<file path="src/rtl/axi_addr_4k_splitter.sv">
// Splits AXI address-phase requests into pieces that never cross a 4KB page.
// INCR bursts are cut at page boundaries; FIXED and WRAP pass through as a single piece.
module axi_addr_4k_splitter #(
    parameter int unsigned ID_WIDTH    = 4,
    parameter int unsigned ADDR_WIDTH  = 32,
    parameter int unsigned LEN_WIDTH   = 8,
    parameter int unsigned SIZE_WIDTH  = 3,
    parameter int unsigned BURST_WIDTH = 2
) (
    input  logic                   clk,
    input  logic                   rst,
    input  logic                   s_valid,
    output logic                   s_ready,
    input  logic [ID_WIDTH-1:0]    s_id,
    input  logic [ADDR_WIDTH-1:0]  s_addr,
    input  logic [LEN_WIDTH-1:0]   s_len,
    input  logic [SIZE_WIDTH-1:0]  s_size,
    input  logic [BURST_WIDTH-1:0] s_burst,
    output logic                   m_valid,
    input  logic                   m_ready,
    output logic [ID_WIDTH-1:0]    m_id,
    output logic [ADDR_WIDTH-1:0]  m_addr,
    output logic [LEN_WIDTH-1:0]   m_len,
    output logic [SIZE_WIDTH-1:0]  m_size,
    output logic [BURST_WIDTH-1:0] m_burst,
    output logic                   m_last
);

    localparam logic [0:0] ST_IDLE = 1'b0;
    localparam logic [0:0] ST_EMIT = 1'b1;

    localparam int unsigned REM_W  = LEN_WIDTH + 1;
    localparam int unsigned CMP_W  = (REM_W > 13) ? REM_W : 13;
    localparam int unsigned PAGE_W = ADDR_WIDTH - 12;

    localparam logic [BURST_WIDTH-1:0] BURST_INCR = BURST_WIDTH'(1);

    // Request context
    logic [0:0]             state_q,    state_d;
    logic [ID_WIDTH-1:0]    id_q,       id_d;
    logic [SIZE_WIDTH-1:0]  size_q,     size_d;
    logic [BURST_WIDTH-1:0] burst_q,    burst_d;
    logic [ADDR_WIDTH-1:0]  cur_addr_q, cur_addr_d;
    logic [REM_W-1:0]       rem_q,      rem_d;

    // Registered piece presented downstream
    logic                   m_valid_q, m_valid_d;
    logic [ID_WIDTH-1:0]    m_id_q,    m_id_d;
    logic [ADDR_WIDTH-1:0]  m_addr_q,  m_addr_d;
    logic [LEN_WIDTH-1:0]   m_len_q,   m_len_d;
    logic [SIZE_WIDTH-1:0]  m_size_q,  m_size_d;
    logic [BURST_WIDTH-1:0] m_burst_q, m_burst_d;
    logic                   m_last_q,  m_last_d;

    logic                   hs;
    logic                   accept;
    logic [11:0]            lo_mask;
    logic [11:0]            aligned_lo;
    logic [12:0]            page_beats;
    logic                   split;
    logic [LEN_WIDTH-1:0]   piece_len;

    // A new request may ride on the final handshake of the previous one.
    assign s_ready = !rst && ((state_q == ST_IDLE) || (m_valid_q && m_ready && m_last_q));
    assign accept  = s_valid && s_ready;
    assign hs      = m_valid_q && m_ready;

    assign m_valid = m_valid_q;
    assign m_id    = m_id_q;
    assign m_addr  = m_addr_q;
    assign m_len   = m_len_q;
    assign m_size  = m_size_q;
    assign m_burst = m_burst_q;
    assign m_last  = m_last_q;

    // Next request context: advance to the next page on a non-final handshake, reload on accept.
    always_comb begin
        state_d    = state_q;
        id_d       = id_q;
        size_d     = size_q;
        burst_d    = burst_q;
        cur_addr_d = cur_addr_q;
        rem_d      = rem_q;

        if (hs) begin
            if (m_last_q) begin
                state_d = ST_IDLE;
            end else begin
                cur_addr_d = {cur_addr_q[ADDR_WIDTH-1:12] + PAGE_W'(1), 12'h000};
                rem_d      = rem_q - (REM_W'(m_len_q) + REM_W'(1));
            end
        end

        if (accept) begin
            state_d    = ST_EMIT;
            id_d       = s_id;
            size_d     = s_size;
            burst_d    = s_burst;
            cur_addr_d = s_addr;
            rem_d      = REM_W'(s_len) + REM_W'(1);
        end
    end

    // Piece shape for the upcoming context, so the outputs can be registered.
    always_comb begin
        lo_mask    = 12'hFFF << size_d;
        aligned_lo = cur_addr_d[11:0] & lo_mask;
        page_beats = (13'h1000 - {1'b0, aligned_lo}) >> size_d;
        split      = (burst_d == BURST_INCR) && (CMP_W'(rem_d) > CMP_W'(page_beats));
        piece_len  = split ? LEN_WIDTH'(page_beats - 13'd1)
                           : LEN_WIDTH'(rem_d - REM_W'(1));
    end

    // Output register load: only when the presented piece changes hands or a request arrives.
    always_comb begin
        m_valid_d = m_valid_q;
        m_id_d    = m_id_q;
        m_addr_d  = m_addr_q;
        m_len_d   = m_len_q;
        m_size_d  = m_size_q;
        m_burst_d = m_burst_q;
        m_last_d  = m_last_q;

        if (hs || accept) begin
            m_valid_d = (state_d == ST_EMIT);
            if (state_d == ST_EMIT) begin
                m_id_d    = id_d;
                m_addr_d  = cur_addr_d;
                m_len_d   = piece_len;
                m_size_d  = size_d;
                m_burst_d = burst_d;
                m_last_d  = !split;
            end
        end
    end

    always_ff @(posedge clk) begin
        if (rst) begin
            state_q    <= ST_IDLE;
            id_q       <= '0;
            size_q     <= '0;
            burst_q    <= '0;
            cur_addr_q <= '0;
            rem_q      <= '0;
            m_valid_q  <= 1'b0;
            m_id_q     <= '0;
            m_addr_q   <= '0;
            m_len_q    <= '0;
            m_size_q   <= '0;
            m_burst_q  <= '0;
            m_last_q   <= 1'b0;
        end else begin
            state_q    <= state_d;
            id_q       <= id_d;
            size_q     <= size_d;
            burst_q    <= burst_d;
            cur_addr_q <= cur_addr_d;
            rem_q      <= rem_d;
            m_valid_q  <= m_valid_d;
            m_id_q     <= m_id_d;
            m_addr_q   <= m_addr_d;
            m_len_q    <= m_len_d;
            m_size_q   <= m_size_d;
            m_burst_q  <= m_burst_d;
            m_last_q   <= m_last_d;
        end
    end

endmodule

</file>
<file path="config.mk">
export PLATFORM = sky130hd
export DESIGN_NAME = axi_addr_4k_splitter
export DESIGN_NICKNAME = d
export VERILOG_FILES = /design/src/rtl/axi_addr_4k_splitter.sv
export SDC_FILE = /design/constraint.sdc
export NUM_CORES = 1
export LEC_CHECK = 0
export CORE_ASPECT_RATIO = 1.25
export CORE_UTILIZATION = 40
export CTS_CLUSTER_DIAMETER = 50
export DETAILED_ROUTE_END_ITERATION = 8
export PLACE_DENSITY = 0.73
export SLEW_MARGIN = 30
export SYNTH_ARGS = -nofsm -noshare
export SYNTH_HDL_FRONTEND = slang
export SYNTH_SLANG_ARGS = --single-unit
</file>
<file path="constraint.sdc">
create_clock -name clk -period 19.7 [get_ports clk]
set_input_delay 4.925 -clock clk [delete_from_list [all_inputs] [get_ports clk]]
set_output_delay 4.925 -clock clk [all_outputs]
set_load 0.02 [all_outputs]
</file>
Word-level counts from Yosys, hierarchy flattened
Cells that the tools add are included.
W data, S select, Z words.
{ "totals": {"regBits": 102, "latch_bits": 0, "mem_bits_rw": 0, "rom_bits": 0, "output_inout_bits": 52, "mem_count": 0} }
{ "op_classes": {"add_sub_neg": 7, "multipliers": 0, "div_mod_pow": 0, "order_cmp": 1, "n_eq_ne": 1, "n_shift": 2, "muxes": 13, "bitwise_logic": 2, "n_reduce_logical": 10} }
{ "op_table": {"columns": ["operator", "count"], "rows": [
  ["$mux W32", 3],
  ["$mux W9", 3],
  ["$add A20 B1 Y20 const B", 1],
  ["$add A8 B1 Y9 const B", 2],
  ["$sub A8 B1 Y8 const B", 2],
  ["$gt A9 B13 Y1", 1],
  ["$shr A13 B3 Y13", 1],
  ["$sub A13 B12 Y13 const A", 1],
  ["$and A12 B12 Y12", 1],
  ["$shl A12 B3 Y12 const A", 1],
  ["$sub A9 B9 Y9", 1],
  ["$mux W8", 1],
  ["$logic_and A1 B1 Y1", 5],
  ["$mux W4", 1],
  ["$mux W1", 3],
  ["$mux W3", 1],
  ["$eq A2 B1 Y1 const B", 1],
  ["$logic_not A1 Y1", 2],
  ["$logic_or A1 B1 Y1", 2],
  ["$mux W2", 1],
  ["$reduce_and A2 Y1", 1],
  ["$not A1 Y1", 1]
]} }

Depth between registers and ports, before layout
Gate-level depths: netlist (run 1).
{ "logic_depth": {"depth_word": 13, "mapped_depth": 37, "mapped_depth_nobuf": 32} }

Worst setup path after synthesis (run 1)
No wires, ideal clock.
{ "synth_timing": {"kind": "input to register", "start": "in rst", "end": "reg m_len_q[4], in the netlist m_len[4]", "arrival_ps": 11313, "t_required_ps": 19586, "path_slack_ps": 8274, "cell_stages": 36, "n_path_buf": 7, "cell_sequence": "clkbuf_1 nand2b_1 a21oi_2 buf_2 clkbuf_1 buf_1 buf_1 a22o_1 nand2_1 ha_1 o211a_1 and3_1 clkbuf_1 xnor2_1 a211oi_1 nor3_1 a32o_1 ha_1 nor2b_1 o21a_1 o21a_1 o21a_1 o21ai_0 a31oi_1 nand3_1 a211o_1 and2_1 buf_6 mux2i_1 ha_1 inv_1 nor3_1 xor2_1 o21ai_0 a21oi_1 a21o_1"} }
{ "synth_between": {"elab_chain_len": 11, "word_cells_on_any_way": 20} }
{ "synth_lines": {"columns": ["element", "line", "source"], "rows": [
  ["start, declared", "11", "input logic rst,"],
  ["$logic_not A1 Y1", "64", "assign s_ready = !rst && ((state_q == ST_IDLE) || (m_valid_q && m_ready && m_last_q));"],
  ["$logic_and A1 B1 Y1", "64", null],
  ["$logic_and A1 B1 Y1", "65", "assign accept = s_valid && s_ready;"],
  ["$mux W3", "94", "if (accept) begin"],
  ["$shl A12 B3 Y12", "106", "lo_mask = 12'hFFF << size_d;"],
  ["$and A12 B12 Y12", "107", "aligned_lo = cur_addr_d[11:0] & lo_mask;"],
  ["$sub A13 B12 Y13", "108", "page_beats = (13'h1000 - {1'b0, aligned_lo}) >> size_d;"],
  ["$shr A13 B3 Y13", "108", null],
  ["$gt A9 B13 Y1", "109", "split = (burst_d == BURST_INCR) && (CMP_W'(rem_d) > CMP_W'(page_beats));"],
  ["$logic_and A1 B1 Y1", "109", null],
  ["$mux W8", "110", "piece_len = split ? LEN_WIDTH'(page_beats - 13'd1)"],
  ["end signal, assigned", "162", "m_len_q <= m_len_d;"],
  ["end, declared", "50", "logic [LEN_WIDTH-1:0] m_len_q, m_len_d;"]
]} }
Parallel ways exist; a longest one is shown, timed or not.
A chain may end at the register's enable or synchronous reset.

Worst setup path after layout (run 1)
{ "layout_timing": {"start": "in m_ready", "end": "reg m_len_q[4], in the netlist m_len[4]"} }
{ "layout_between": {"elab_chain_len": 13, "word_cells_on_any_way": 25} }
{ "layout_lines": {"columns": ["element", "line", "source"], "rows": [
  ["start, declared", "20", "input logic m_ready,"],
  ["$logic_and A1 B1 Y1 *", "64, 66", null],
  ["$logic_and A1 B1 Y1", "64", null],
  ["$logic_or A1 B1 Y1", "64", null],
  ["$logic_and A1 B1 Y1", "64", null],
  ["$logic_and A1 B1 Y1", "65", null],
  ["$mux W3", "94", null],
  ["$shl A12 B3 Y12", "106", null],
  ["$and A12 B12 Y12", "107", null],
  ["$sub A13 B12 Y13", "108", null],
  ["$shr A13 B3 Y13", "108", null],
  ["$gt A9 B13 Y1", "109", null],
  ["$logic_and A1 B1 Y1", "109", null],
  ["$mux W8", "110", null]
]} }
Every way passes the cells marked *; elsewhere a longest branch is shown, timed or not.

==> results of run 1 <==
[cells in the mapped netlist, drive strengths merged (12+ instances only)]
cell,n,share of area [%]
xor2,19,2.6
inv,20,1.2
xnor2,26,3.6
nand3,27,2.1
buf,15,1.1
a211oi,52,6.3
nor2b,16,1.6
dfxtp,102,32
o21ai,25,2.0
nor2,129,7.7
a22oi,13,1.5
a21oi,76,6.5
mux2i,16,2.5
nand2,73,4.4
o211ai,12,1.5
ha,21,4.2
clkbuf,36,2.1
[worst max-delay path: cells and delay by family]
| kind | cells | cell delay, ns |
|---|---|---|
| AOI/OAI and AO/OA | 13 | 2.13 |
| xor gates and xnor gates | 2 | 0.43 |
| adders and majority gates | 3 | 0.74 |
| buffers and inverters | 4 | 1.59 |
| muxes | 2 | 0.53 |
| and+or+nand+nor | 9 | 2.06 |
[metal layers]
| layer | global-route usage [%] | vias to the layer above | wire length [um] |
|---|---|---|---|
| li1 | - | 3045 | - |
| met1 | 26.5 | 2881 | 7590 |
| met2 | 36.3 | 173 | 8370 |
| met3 | 4.51 | 34 | 828 |
| met4 | 8.07 | 0 | 401 |
| met5 | 0 | - | 0 |
[kinds of logic after synthesis]
family                     share of synthesized area [%]
and+or+nand+nor                                     21.9
AOI/OAI and AO/OA                                   27.1
xor gates and xnor gates                            6.23
DFF                                                 32.3
adders and majority gates                           4.47
buffers and inverters                               4.41
muxes                                               3.60
[cell type report]
cell class / count / area [um^2]
multi-input cells: 632 / 4030
repair buffers: 113 / 1110
clock buffers: 10 / 239
fillers: 1492 / 7680
inverters: 20 / 75.1
clock inverters: 5 / 67.6
flip-flops and latches: 102 / 2040
well taps: 212 / 265
[power by group]
group,total [uW],leakage (uW),internal [uW],switching [uW]
clock network,187,0.000151,103,83.6
logic,214,0.00185,91.0,123
registers,232,0.000834,220,11.6
total,632,0.00283,414,218
[worst max-delay path by stage]
stage / to / slack [ns] / cells after the start
after detailed placement: m_len[4]$_SDFFE_PP0P_ / 7.19 / 31
final: m_len[4]$_SDFFE_PP0P_ / 7.47 / 33
after global placement: m_len[4]$_SDFFE_PP0P_ / 7.37 / 31
after CTS: m_len[4]$_SDFFE_PP0P_ / 7.52 / 33
after global routing: m_len[4]$_SDFFE_PP0P_ / 6.80 / 33
after floorplan: m_len[4]$_SDFFE_PP0P_ / 8.27 / 36
[per-stage QoR]
stage	power (uW)	hold slack, ns
finish	632	0.460
global route	667	0.484
detailed placement	447	0.451
global placement	448	0.443
floorplan	383	0.432
CTS	635	0.463
[registers in the layout, summed over array words and instances, names as in the netlist]
name	count
cur_addr_q	32
m_addr	32
rem_q	9
m_len	8
id_q	4
m_id	4
m_size	3
size_q	3
burst_q	2
m_burst	2
m_last	1
m_valid	1
state_q	1
==> results by group, run 1 <==
Outcome
  – Outcome: completed

Routing
  – Antenna viol nets, final: 0
  – Via count: 6,133
  – Routed wire length: between 15,000 and 20,000 um
  – Initial DRC count: around 360
  – DR WL/cell: 15.7 um
  – Residual DRC: 0
  – First drt pass iteration count: 4
  – Vias per cell: 5.61

Worst setup path
  – Worst Setup SP: m_ready
  – R2R depth: 32
  – Arr. time, crit path: between 10 and 15 ns
  – Worst path slowest cell: clkdlybuf4s50_1
  – CP Class: in -> reg
  – FF-to-FF setup slack: 11.88 ns
  – Worst Path Required: around 20 ns
  – Critical path endpoint category: flip-flop
  – Crit Path Max Fanout: 62
  – Worst setup SP type: primary input
  – CP peak stage delay: 0.67 ns
  – Reg-to-reg startpoint: m_last$_SDFFE_PP0P_
  – RR Endpoint: m_len[4]$_SDFFE_PP0P_

STA
  – Worst rel slew slack: 43.6%
  – TNS Setup: 0 ns
  – Fin crit period: 12.23 ns
  – Hold Vio Cnt, Final: 0
  – Final setup margin: 7.47 ns
  – Slew Viols, Final: 0
  – Measured slew at the worst slew-check pin: 0.846 ns
  – Clk_skew: ~0.011 ns
  – FMAX: 81.8 MHz
  – Final worst-path cycle share: 62.1%
  – RSZ-0062 raised after global routing: false
  – Final setup violation count: 0

Power and ir drop
  – VDD IR-drop max: 0.0395 mV
  – Pleak: 0.00283 uW
  – Pwr per Cell Area: 80.8 nW/um^2

Job
  – Max cap viols: 0

Synth
  – Post-synth EDFFs: 0
  – Mapped Area: between 6000 and 7000 um^2
  – Gate count of the mapped netlist: 805
  – #FFs+latches synth: 102
  – Sequential element share of the synthesized area: 32.3%
  – Predominant post-synthesis flop cell: dfxtp_1
  – Cell variety after synth: 67
  – Synth Net Count: 880
  – Avg Inst Size Synth: 7.85 um^2
  – FFs w/ async S/R, synth: 0%
  – Synth warn: 0

Layout
  – Commonest non-fill, non-tap cell in the layout: nor2_1
  – Util after Layout: 50.5%
  – Layout area overhead: 23.8%
  – Final Net Count: between 900 and 1k
  – Post-route insts no fill: roughly 1.1k
  – Share of cells above drive strength 1: ~6.5%
  – Commonest cells after routing, fill and taps aside: nor2_1 (129), clkdlybuf4s50_1 (103), dfxtp_1 (102)
  – Diodes inserted: 0
  – Final Instance Area: 7830 um^2

Placed design
  – Gpl congestion: 0.931
  – I/O Buffers: 104
  – Inst Count DP: 1,079
  – Post-Place Worst Slack: 7.19 ns
  – Final HPWL from detailed placement: 12,500 um
  – Post-Place Cell Area: 7520 um^2

Clock tree
  – CTS buffer count: 9
  – Htree depth: 3
  – PostCTS Resize Cnt: 0
  – TritonCTS clock tree: built
  – Clk buf depth: 2
  – Setup bufs post-CTS: 0
  – Worst skew pair latency: around 0.36 ns
  – Register clock-pin slew on the reported worst setup and hold paths: about 0.070 ns
  – Hold Buf Count CTS: 0
  – Clk root buf: clkbuf_16
  – Sink Count: 102

Floorplan
  – Io pins: approximately 110
  – Num rows: 51
  – Chip height: 143 um
  – Initial Util: about two fifths
  – Die area: between 15,000 and 20,000 um^2
  – Die W: 114 um
  – CORE AREA: 15,500 um^2

GRT
  – Vias in the first global route: 5,668
  – First-pass GRT wire length: 27,800 um
  – Initial antenna violation count: 0
  – Largest net degree at the start of global routing: 82
  – GRT overflow: 0
  – GRT Overall Usage: 21.4%

Worst hold path
  – Cells on Worst Hold Path: 2
  – Hold Startpoint: cur_addr_q[5]$_SDFF_PP0_
  – HP Class: reg -> reg
  – Hold endpoint: cur_addr_q[5]$_SDFF_PP0_
No activity file was read; power rests on OpenSTA's default activity.
==> run 2: changes to the inputs <==
--- a/config.mk
+++ b/config.mk
@@ -9,7 +9,7 @@
 export CORE_UTILIZATION = 40
 export CTS_CLUSTER_DIAMETER = 50
 export DETAILED_ROUTE_END_ITERATION = 8
-export PLACE_DENSITY = 0.73
+export PLACE_DENSITY = 0.75
 export SLEW_MARGIN = 30
 export SYNTH_ARGS = -nofsm -noshare
 export SYNTH_HDL_FRONTEND = slang
==> constraint.sdc (replaced) <==
create_clock -name clk -period 10.2 [get_ports clk]
set_input_delay 2.55 -clock clk [delete_from_list [all_inputs] [get_ports clk]]
set_output_delay 2.55 -clock clk [all_outputs]
set_load 0.02 [all_outputs]
==> run 2 against run 1 <==
  * Non-clock buffer count rose by 5
  * Count of clock-buffer cells in the layout did not move
  * Sequential power rose by 93%
  * Clock skew barely moved
  * Largest cell class unchanged
==> results by group, run 2 (synthesized netlist as in run 1, its figures left out) <==
Layout
  – Final Net Count: 958 (+0.52%)
  – Layout area overhead: 24.2%
  – Diodes inserted: 0 (unchanged)
  – Fill cell count: 1,448 (-2.9%)
  – Post-route insts no fill: 1,100 (+0.55%)
  – Share of cells above drive strength 1: 7.09% (+0.63 points)
  – Commonest non-fill, non-tap cell in the layout: nor2_1
  – Commonest cells after routing, fill and taps aside: nor2_1 (129), clkdlybuf4s50_1 (103), dfxtp_1 (102)

STA
  – TNS Setup: 0 ns (unchanged)
  – Measured slew at the worst slew-check pin: 0.796 ns (-0.0493 ns)
  – Slew Viols, Final: 0 (unchanged)
  – Final worst-path cycle share: 92.1%
  – FMAX: approximately 110 MHz
  – RSZ-0062 raised after global routing: false
  – Hold Vio Cnt, Final: 0 (unchanged)
  – Worst rel slew slack: 46.9% (+3.3 points)
  – Clk_skew: 0.0110 ns (+0.000264 ns)
  – Fin crit period: 9.39 ns
  – Final setup violation count: 0 (unchanged)

Worst setup path
  – Critical path endpoint category: flip-flop
  – Reg-to-reg startpoint: m_last$_SDFFE_PP0P_
  – RR Endpoint: m_len[4]$_SDFFE_PP0P_
  – Worst Path Buf+Inv: 3 (-1)
  – CP Class: in -> reg
  – R2R depth: 30 (-6.3%)
  – FF-to-FF setup slack: 2.83 ns (-9.05 ns)
  – Worst path slowest cell: clkdlybuf4s50_1
  – Worst setup SP type: primary input
  – CP peak stage delay: 0.68 ns (about the same)
  – Worst Path Required: 10.45 ns (-9.49 ns)
  – Crit-path leading delay family: compound AO/OA/AOI/OAI gates
  – Arr. time, crit path: 9.64 ns (-2.83 ns)
  – Crit Path Max Fanout: 13 (-79%)

Outcome
  – Outcome: completed

Power and ir drop
  – Pleak: 0.00285 uW (+0.57%)
  – Pwr Total: 1200 uW (+90%)
  – Pwr per Cell Area: 153 nW/um^2 (+89%)
  – VDD IR-drop max: 0.0865 mV (+120%)

GRT
  – Met2 usage: 36.9% (+0.57 points)
  – GRT busiest layer: met2
  – GRT overflow: 0 (unchanged)
  – Initial antenna violation count: 0 (unchanged)
  – GRT Overall Usage: 21.8% (+0.35 points)
  – Vias in the first global route: 5,638 (-0.53%)
  – Met1 usage: 27.1% (+0.65 points)
  – Largest net degree at the start of global routing: 81 (-1.2%)
  – First-pass GRT wire length: 28,200 um (+1.5%)
  – Met3 global-route usage: 3.15% (-1.4 points)

Clock tree
  – TritonCTS clock tree: built
  – CTS buffer count: 9 (unchanged)
  – Hold Buf Count CTS: 0 (unchanged)
  – Htree depth: 3 (unchanged)
  – Register clock-pin slew on the reported worst setup and hold paths: 0.07 ns (about the same)
  – Worst skew pair latency: 0.35 ns (about the same)
  – PostCTS Resize Cnt: 0 (unchanged)
  – Sink Count: 102 (unchanged)
  – Setup bufs post-CTS: 0 (unchanged)
  – Clk buf depth: 2 (unchanged)
  – Clk root buf: clkbuf_16

Floorplan
  – Die W: 114 um (unchanged)
  – Chip height: 143 um (unchanged)
  – Io pins: 105 (unchanged)
  – CORE AREA: 15,500 um^2 (unchanged)
  – Num rows: 51 (unchanged)
  – Initial Util: 40.8% (unchanged)
  – Die area: 16,300 um^2 (unchanged)

Worst hold path
  – Cells on Worst Hold Path: 2 (unchanged)
  – Hold Startpoint: m_addr[4]$_SDFFE_PP0P_
  – Hold endpoint: m_addr[4]$_SDFFE_PP0P_
  – HP Class: reg -> reg

Placed design
  – Inst Count DP: 1,084 (+0.46%)
  – Gpl congestion: 0.951 (+2.1%)
  – I/O Buffers: 104 (unchanged)
  – Final HPWL from detailed placement: 12,600 um (+1.3%)

Job
  – Max cap viols: 0 (unchanged)

Routing
  – First drt pass iteration count: 5 (+1)
  – Residual DRC: 0 (unchanged)
  – Initial DRC count: 501 (+40%)
  – Antenna viol nets, final: 0 (unchanged)
  – Routed wire length: 17,400 um (+1.0%)
  – Via count: 6,145 (+0.20%)
  – Vias per cell: 5.59 (-0.35%)
  – DR WL/cell: 15.8 um (+0.46%)
==> run 2: changes by cell type in the layout (fill, tap and decap cells not counted) <==
cell	previous run	this run
clkinv_8	0	1
buf_4	10	15
clkinvlp_4	0	1
inv_6	1	2
bufinv_16	1	0
inv_8	1	0
clkinv_4	2	1
clkinv_2	0	1
==> run 2: final cells by class <==
class	count	area (um^2)	share of cell area, %
Multi-Input combinational cell	632	4030	51.3
Sequential cell	102	2040	26.0
Timing Repair Buffer	118	1140	14.6
Tap cell	212	265	3.38
Clock buffer	10	239	3.04
Inverter	20	75.1	0.956
Clock inverter	6	55.1	0.701
==> run 2: metal layers <==
metal / routed length, um / vias up
li1: - / 3064
met1: 7500 / 2845
met2: 8490 / 199
met3: 881 / 37
met4: 492 / 0
met5: 0 / -
==> run 2: worst register-to-register path: cells and delay by family, from the launching register on <==
family	cells	cell delay, ns
adder cells (fa/ha/maj)	3	0.73
AND/OR/NAND/NOR	8	1.99
XOR/XNOR	2	0.48
buffers and inverters	2	0.27
multiplexers	2	0.74
flip-flops	1	0.76
AO/OA/AOI/OAI	13	2.29
==> run 2: where the power goes <==
group / leakage [uW] / total (uW) / switching (uW) / internal (uW)
registers: 0.000834 / 447 / 21.9 / 425
logic: 0.00187 / 411 / 234 / 177
clock network: 0.000142 / 342 / 166 / 176
==> run 2: worst max path at each step <==
| stage | start | end | slack, ns | depth (start not counted) |
|---|---|---|---|---|
| 2_1_floorplan | rst | m_len[4]$_SDFFE_PP0P_ | 1.15 | 36 |
| 3_3_place_gp | m_ready | m_len[4]$_SDFFE_PP0P_ | 0.92 | 31 |
| 3_5_place_dp | m_ready | m_len[4]$_SDFFE_PP0P_ | 0.71 | 31 |
| 4_1_cts | m_ready | m_len[4]$_SDFFE_PP0P_ | 0.95 | 31 |
| 5_1_grt | m_ready | m_len[4]$_SDFFE_PP0P_ | 0.29 | 31 |
| 6_report | m_ready | m_len[4]$_SDFFE_PP0P_ | 0.81 | 31 |
==> run 2: per-stage QoR <==
step                utilization, %  worst slack (ns)  area, um^2  hold WS (ns)
floorplan                        -              1.15        6320         0.432
global placement              48.7             0.918        7560         0.444
detailed placement            48.7             0.712        7560         0.448
CTS                           50.6             0.946        7850         0.458
global route                  50.6             0.287        7850         0.484
finish                        50.6             0.808        7850         0.458
